[src/rtl/uart_loader.sv]
// uart_loader: serial program loader for the CPU memory-initialisation port.
//
// Receives UART bytes on rx (8N1, or 8E1 when UART_PARITY_EN is defined),
// packs them little-endian into 32-bit words and presents each word with
// its word index and a one-cycle write strobe. The transfer ends on an idle
// timeout (flushing any partial word zero-padded) or once word MAX_WORDS-1
// has been written. uart_finish then stays high until reset.
//
// Optional feature macro: UART_PARITY_EN (adds an even-parity bit check).
//
// Ports:
//   clk         in   system clock
//   rst         in   asynchronous reset, active low
//   rx          in   asynchronous serial input, idle high
//   uart_data   out  assembled 32-bit word
//   uart_addr   out  word index of uart_data
//   uart_wen    out  one-cycle write strobe for uart_data/uart_addr
//   uart_finish out  transfer complete (sticky)
//   frame_err   out  bad stop bit or parity seen (sticky)
module uart_loader #(
  parameter int unsigned CLKS_PER_BIT   = 868,
  parameter int unsigned TIMEOUT_CYCLES = 1000000,
  parameter int unsigned MAX_WORDS      = 16384
) (
  input  logic        clk,
  input  logic        rst,
  input  logic        rx,
  output logic [31:0] uart_data,
  output logic [31:0] uart_addr,
  output logic        uart_wen,
  output logic        uart_finish,
  output logic        frame_err
);

  localparam int unsigned CNT_W    = $clog2(CLKS_PER_BIT);
  localparam int unsigned TO_W     = $clog2(TIMEOUT_CYCLES + 1);
  localparam int unsigned HALF_BIT = CLKS_PER_BIT / 2;

`ifdef UART_PARITY_EN
  typedef enum logic [2:0] {IDLE, START, DATA, PARITY, STOP} state_t;
`else
  typedef enum logic [2:0] {IDLE, START, DATA, STOP} state_t;
`endif

  state_t             state;
  logic               rx_meta;
  logic               rx_sync;
  logic [CNT_W-1:0]   clk_cnt;
  logic [2:0]         bit_idx;
  logic [7:0]         shift;
  logic [1:0]         byte_idx;
  logic [23:0]        word_buf;
  logic [TO_W-1:0]    to_cnt;
  logic               closing;
  logic               armed;
  logic               byte_ok;

`ifdef UART_PARITY_EN
  logic               par_bit;
  assign byte_ok = rx_sync && !(^{shift, par_bit});
`else
  assign byte_ok = rx_sync;
`endif

  // The timeout only runs once something has been received; uart_wen is
  // included so the cycle right after a completed word still counts.
  assign armed = uart_wen || (uart_addr != '0) || (byte_idx != '0);

  always_ff @(posedge clk or negedge rst) begin
    if (!rst) begin
      rx_meta <= 1'b1;
      rx_sync <= 1'b1;
    end else begin
      rx_meta <= rx;
      rx_sync <= rx_meta;
    end
  end

  always_ff @(posedge clk or negedge rst) begin
    if (!rst) begin
      state       <= IDLE;
      clk_cnt     <= '0;
      bit_idx     <= '0;
      shift       <= '0;
      byte_idx    <= '0;
      word_buf    <= '0;
      to_cnt      <= '0;
      closing     <= 1'b0;
      uart_data   <= '0;
      uart_addr   <= '0;
      uart_wen    <= 1'b0;
      uart_finish <= 1'b0;
      frame_err   <= 1'b0;
`ifdef UART_PARITY_EN
      par_bit     <= 1'b0;
`endif
    end else begin
      uart_wen <= 1'b0;
      if (uart_wen) begin
        uart_addr <= uart_addr + 32'd1;
      end
      // closing marks that the strobe just issued was the final one.
      if (closing) begin
        uart_finish <= 1'b1;
      end

      case (state)
        IDLE: begin
          clk_cnt <= '0;
          bit_idx <= '0;
          if (!(uart_finish || closing)) begin
            if (!rx_sync) begin
              state  <= START;
              to_cnt <= '0;
            end else if (armed) begin
              if (to_cnt == TO_W'(TIMEOUT_CYCLES - 1)) begin
                to_cnt <= '0;
                if (byte_idx != '0) begin
                  // Unwritten lanes of word_buf are already zero.
                  uart_data <= {8'h00, word_buf};
                  uart_wen  <= 1'b1;
                  byte_idx  <= '0;
                  word_buf  <= '0;
                  closing   <= 1'b1;
                end else begin
                  uart_finish <= 1'b1;
                end
              end else begin
                to_cnt <= to_cnt + 1'b1;
              end
            end
          end
        end

        START: begin
          if (clk_cnt == CNT_W'(HALF_BIT - 1)) begin
            clk_cnt <= '0;
            state   <= rx_sync ? IDLE : DATA;
          end else begin
            clk_cnt <= clk_cnt + 1'b1;
          end
        end

        DATA: begin
          if (clk_cnt == CNT_W'(CLKS_PER_BIT - 1)) begin
            clk_cnt <= '0;
            shift   <= {rx_sync, shift[7:1]};
            bit_idx <= bit_idx + 3'd1;
            if (bit_idx == 3'd7) begin
`ifdef UART_PARITY_EN
              state <= PARITY;
`else
              state <= STOP;
`endif
            end
          end else begin
            clk_cnt <= clk_cnt + 1'b1;
          end
        end

`ifdef UART_PARITY_EN
        PARITY: begin
          if (clk_cnt == CNT_W'(CLKS_PER_BIT - 1)) begin
            clk_cnt <= '0;
            par_bit <= rx_sync;
            state   <= STOP;
          end else begin
            clk_cnt <= clk_cnt + 1'b1;
          end
        end
`endif

        STOP: begin
          if (clk_cnt == CNT_W'(CLKS_PER_BIT - 1)) begin
            clk_cnt <= '0;
            state   <= IDLE;
            to_cnt  <= '0;
            if (byte_ok) begin
              byte_idx <= byte_idx + 2'd1;
              case (byte_idx)
                2'd0: word_buf[7:0]   <= shift;
                2'd1: word_buf[15:8]  <= shift;
                2'd2: word_buf[23:16] <= shift;
                default: begin
                  uart_data <= {shift, word_buf};
                  uart_wen  <= 1'b1;
                  word_buf  <= '0;
                  if (uart_addr == 32'(MAX_WORDS - 1)) begin
                    closing <= 1'b1;
                  end
                end
              endcase
            end else begin
              frame_err <= 1'b1;
            end
          end else begin
            clk_cnt <= clk_cnt + 1'b1;
          end
        end

        default: state <= IDLE;
      endcase
    end
  end

endmodule

[config.mk]
export PLATFORM = sky130hd
export DESIGN_NAME = uart_loader
export DESIGN_NICKNAME = d
export VERILOG_FILES = /design/src/rtl/uart_loader.sv
export SDC_FILE = /design/constraint.sdc
export NUM_CORES = 1
export LEC_CHECK = 0
export BUFFER_PORTS_ARGS = -buffer_cell sky130_fd_sc_hd__buf_2
export CORE_MARGIN = 2
export CORE_UTILIZATION = 40
export CTS_CLUSTER_DIAMETER = 40
export DETAILED_ROUTE_END_ITERATION = 10
export SLEW_MARGIN = 20
export SYNTH_ARGS = -nofsm -noshare
export SYNTH_HDL_FRONTEND = slang
export SYNTH_SLANG_ARGS = --single-unit
[constraint.sdc]
create_clock -name clk -period 3.1 [get_ports clk]
set_input_delay 0.62 -clock clk [delete_from_list [all_inputs] [get_ports clk]]
set_output_delay 0.62 -clock clk [all_outputs]
set_load 0.05 [all_outputs]
=== Word-level counts from Yosys, hierarchy flattened ===
Cells that the tools add are included.

* Register bits: 140
* Bits of input ports: 3
* Output and inout bits: 67
* Word-level logic and storage cells: 149

* Add/subtract/negate cells: 5
* Equality and inequality tests: 27
* Muxes and demuxes: 73
* Bitwise operators: 1
* Reduce and logical (&&, ||, !) cells: 26

{| class="wikitable"
|+ Operators by type and width
! kind !! number
|-
| 2-to-1 mux 32 bit || 8
|-
| 2-to-1 mux 24 bit || 7
|-
| 2-to-1 mux 20 bit || 5
|-
| case mux 32 bit (2 select lines) || 1
|-
| case mux 24 bit (2 select lines) || 1
|-
| case mux 8 bit (2 select lines) || 3
|-
| case mux 20 bit (2 select lines) || 1
|-
| AND reduction 9 bit || 4
|-
| adder 32 x 1 -> 32 bit (second input constant) || 1
|-
| == test 32 x 14 -> 1 bit (second input constant) || 1
|-
| inequality test 2 bit (second input constant) || 16
|-
| nonzero test 32 bit || 1
|-
| case mux 10 bit (3 select lines) || 1
|-
| 2-to-1 mux 1 bit || 24
|-
| 2-to-1 mux 3 bit || 7
|-
| adder 20 x 1 -> 20 bit (second input constant) || 1
|-
| == test 20 bit (second input constant) || 1
|-
| 2-to-1 mux 10 bit || 2
|-
| 2-to-1 mux 2 bit || 8
|-
| case mux 3 bit (4 select lines) || 1
|-
| adder 10 x 1 -> 10 bit (second input constant) || 1
|-
| == test 10 bit (second input constant) || 1
|-
| == test 10 x 9 -> 1 bit (second input constant) || 1
|-
| AND reduction 10 bit || 1
|-
| 24 further kinds || 34
|}

=== Depth between registers and ports, before layout ===
* Depth in word-level cells: 7
* Mapped depth: 10
* Mapped depth without buffers: 8

=== Least setup slack after synthesis ===
OpenSTA, ideal clock, no wires.

* Path kind: register -> register
* Start: register clk_cnt[0]
* End: register uart_data[12]
* Setup time: 0.128 ns
* Data arrival time: 2.235 ns
* Data required time: 2.972 ns
* Path slack: 0.737 ns
* Stages on the path, launching flop included: 11
* Path buffers: 3
* Clock period less this slack: 2.363 ns
* Path through: dfrtp_1 > ha_1 > and4bb_2 > and3_1 > buf_2 > and3_1 > nand3_1 > and3_1 > buf_2 > buf_4 > mux2_1

* Longest elaborated chain between the ends: 3

{| class="wikitable"
|+ RTL lines
! element !! line !! text
|-
| from (decl) || 48 || <nowiki>logic [CNT_W-1:0] clk_cnt;</nowiki>
|-
| from (signal assigned) || 140 || <nowiki>clk_cnt <= clk_cnt + 1'b1;</nowiki>
|-
| from (signal assigned) || 157 || <nowiki>clk_cnt <= clk_cnt + 1'b1;</nowiki>
|-
| from (signal assigned) || 197 || <nowiki>clk_cnt <= clk_cnt + 1'b1;</nowiki>
|-
| == test 10 bit || 174 || <nowiki>if (clk_cnt == CNT_W'(CLKS_PER_BIT - 1)) begin</nowiki>
|-
| inequality test 2 bit (no source line) || -- ||
|-
| AND reduction 9 bit (no source line) || -- ||
|-
| to (signal assigned) || 120 || <nowiki>uart_data <= {8'h00, word_buf};</nowiki>
|-
| to (signal assigned) || 185 || <nowiki>uart_data <= {shift, word_buf};</nowiki>
|-
| to (decl) || 28 || <nowiki>output logic [31:0] uart_data,</nowiki>
|}

No other way between the ends.
A chain may end at the register's enable or synchronous reset.

=== Worst setup path in the final report ===
* Start: register uart_addr[16]
* End: register to_cnt[12]

* Longest elaborated chain between the ends: 5

{| class="wikitable"
|+ RTL lines
! element !! line !! text
|-
| from (decl) || 29 || <nowiki>output logic [31:0] uart_addr,</nowiki>
|-
| from (signal assigned) || 100 || <nowiki>uart_addr <= uart_addr + 32'd1;</nowiki>
|-
| nonzero test 32 bit || 67 || <nowiki>assign armed = uart_wen || (uart_addr != '0) || (byte_idx != '0);</nowiki>
|-
| logical OR 1 bit (2 in a row) || 67 ||
|-
| inequality test 3 bit (no source line) || -- ||
|-
| AND reduction 4 bit (no source line) || -- ||
|-
| to (signal assigned) || 129 || <nowiki>to_cnt <= to_cnt + 1'b1;</nowiki>
|-
| to (decl) || 53 || <nowiki>logic [TO_W-1:0] to_cnt;</nowiki>
|}

No other way between the ends.

==> run_results.csv <==
group,metric,value,unit
run_status,outcome,"finished, final reports clean",
drt,drc,0,
final_layout,num_antenna_cells,0,
drt,routedWlPerCell,15.96,um
worst_setup_path,cpLargestDelayFamily,"simple AND/OR/NAND/NOR gates",
clock_network,cts_buffers,17,
worst_setup_path,critPathLaunchType,"flip-flop",
worst_setup_path,cp.arrival,2.97,ns
sta,min_period_over_period,86.53,%
clock_network,cts-root-buf,"clkbuf_16",
placed_design,placed_cells_incl_taps,859,
worst_setup_path,crit_chain,"or4_1 > nor4_1 > a221o_1 > o21ai_0 > o41ai_1",
clock_network,hold_buffers,0,
clock_network,clock_latency,0.42,ns
final_layout,layout-drive-gt1-share,22.73,%
final_layout,fill_cells,1459,
global_route,grt_pass1_wl,24.07,mm
yosys,synth_nets,609,
sta,worstMarginPinSlew,0.6914,ns
drt,vias,4670,
drt,drt_first_iter_violations,183,
drt,via_per_inst,5.253,
worst_setup_path,crit_type,"flip-flop to flip-flop",
die,die_area,0.01730,mm2
placed_design,hpwlAfterDp,9.662,mm
sta,fin_crit,2.683,ns
sta,clock_skew,0.01520,ns
clock_network,ctsResizeCount,0,
worst_hold_path,hold_path_class,"input pin to asynchronous set/reset pin",
worst_setup_path,slowest_delay,0.70,ns
power_and_ir_drop,peakVddDrop,0.4056,mV
die,std_cell_rows,46,
clock_network,cts.sinks,139,
global_route,track_usage,17.24,%
worst_setup_path,cp-end-kind,"flip-flop",
sta,slew_headroom,53.55,%
clock_network,cts_max_level,4,
sta,rsz0062_at_grt,"no",
global_route,antenna_found_initial,0,
power_and_ir_drop,power.leakage,3.799,nW
power_and_ir_drop,power_density,487.9,mW/mm2
clock_network,cts_tree,"done",
yosys,async_flop_share,100.0,%
yosys,ys_seq_area_share,53.50,%
worst_setup_path,crit_slowest_cell,"a221o_1",
clock_network,post_cts_buffers,0,
sta,fmaxAchievable,372.8,MHz
sta,slew_violations,0,
global_route,grt_pass1_vias,4720,
yosys,synth_top_area_share,52.69,%
sta,setup_viol,0,
die,core_area,0.01589,mm2
run,cap_viol_max_count,0,
global_route,grt_max_degree,59,
yosys,synth_area_leaders,"dfrtp_1 53%, mux2_2 6.8%, nand2_1 3.3%",
worst_setup_path,critical_path_required,3.39,ns
yosys,avgSynthCellArea,11.01,um2
clock_network,clk_pin_slew_worst_paths,0.06,ns
sta,setup_tns,0,ns
yosys,netlist_area,0.006506,mm2
worst_setup_path,cp_max_fo,22,
global_route,grt_remaining_overflow,0,
yosys,synth_cells,591,
die,die_y,131.5,um
die,ioPinCount,70,
yosys,synth_seq_cells,139,
yosys,yosys_warnings,0,
drt,wirelength,14.19,mm
placed_design,io_buffers,69,
clock_network,cts.path.max_buffers,2,
yosys,yosys-top-cells-count,"137 x dfrtp_1, 57 x nand2_1, 39 x mux2_2",
yosys,ys_types,46,
sta,finalHoldViolCount,0,
yosys,synth_top_area_cell,"dfrtp_1",
final_layout,finalNonFillerCells,889,
drt,detail-route-antenna-nets,0,
yosys,yosysMostFrequentCell,"dfrtp_1",
final_layout,synthToLayoutAreaGrowth,16.87,%
worst_setup_path,crit_buf_inv,0,
placed_design,gp_congestion,0.8315,
die,initial_utilization,40.96,%
final_layout,fin_nets,680,
die,fp.dieW,131.5,um
yosys,synth_edf_count,0,
yosys,synth_ff_type,"dfrtp_1",
drt,drt_pass1_iterations,5,
-- final cells by class --
class | count | area [um2] | share of cell area [%]
inverters | 22 | 82.58 | 1.086
well taps | 216 | 270.3 | 3.554
repair buffers | 77 | 424.2 | 5.578
clock buffers | 18 | 429.2 | 5.644
multi-input cells | 405 | 2813 | 36.99
clock inverters | 12 | 103.9 | 1.366
flip-flops and latches | 139 | 3481 | 45.78
-- worst paths after layout --
path	depth (start not counted)	start	slack (ns)	end
worst max register to register	5	uart_addr[16]$_DFFE_PN0P_	0.42	to_cnt[12]$_DFFE_PN0P_
worst min-delay path	1	rst	0.16	uart_data[20]$_DFFE_PN0P_
worst max-delay path	5	uart_addr[16]$_DFFE_PN0P_	0.42	to_cnt[12]$_DFFE_PN0P_
max in group asynchronous	2	rst	2.07	to_cnt[9]$_DFFE_PN0P_
min in group clk	1	rx	0.32	rx_meta$_DFF_PN1_
worst min register to register	0	rx_meta$_DFF_PN1_	0.35	byte_ok$_DFF_PN1_
-- per-stage QoR --
step                      hold slack, ns  instance area [um2]  util, %  power, mW  setup slack [ns]
after floorplan                   0.3244                 6506        -      1.863            0.7370
after global placement            0.3465                 7071    44.51      1.908            0.5125
after detailed placement          0.3478                 7071    44.51      1.910            0.4329
after CTS                         0.1778                 7604    47.87      3.759            0.3959
after global routing              0.2043                 7604    47.87      3.843            0.1644
final                             0.1580                 7604    47.87      3.709            0.4175
-- cell usage in the layout, fill, tap and decap left out, drive strengths merged, types with 4 or more instances in the layout --
cell | synthesis | layout
dfrtp | 137 | 137
buf | 12 | 77
nand2 | 57 | 57
mux2 | 40 | 40
nor2 | 36 | 36
o21ai | 34 | 34
nand3 | 28 | 28
and3 | 23 | 23
xnor2 | 23 | 23
inv | 22 | 22
a22o | 21 | 21
clkbuf | 13 | 18
xor2 | 17 | 17
nand4 | 15 | 15
ha | 15 | 15
o31ai | 13 | 13
nor4 | 9 | 9
a21oi | 8 | 8
mux2i | 8 | 8
clkinv | 0 | 8
nor3 | 6 | 6
nor2b | 5 | 5
o41ai | 5 | 5
or3 | 4 | 4
a31oi | 4 | 4
-- report_power, final --
group	switching, mW	internal (mW)
sequential	0.00229	1.82
clock	0.749	1.09
combinational	0.0445	0.00983
-- cell families (layout without fill, tap and decap cells) --
kind of cell	Yosys count	count (layout)	share of synthesized area, %
AOI/OAI and AO/OA	93	93	9.692
xor gates and xnor gates	40	40	5.385
adders and majority gates	15	15	2.885
buffers and inverters	47	129	3.269
DFF	139	139	53.50
muxes	48	48	8.154
and+or+nand+nor	209	209	17.12
-- flip-flops by register name (all words and copies together), names as in the netlist --
register and count:
uart_addr 32, uart_data 32, word_buf 24, to_cnt 20, clk_cnt 10, shift 8, bit_idx 3, byte_idx 2
state 2, byte_ok 1, closing 1, frame_err 1, rx_meta 1, uart_finish 1, uart_wen 1
-- routing by layer --
metal  part of all wire [%]  global-route usage [%]  vias to the layer above
li1                       -                       -                     2260
met4                   0.94                   5.797                        0
met5                      0                       0                        -
met1                     46                   22.56                     2280
met3                    5.0                   4.823                       13
met2                     48                   27.66                      117
Power figures use the tool's default switching activity.
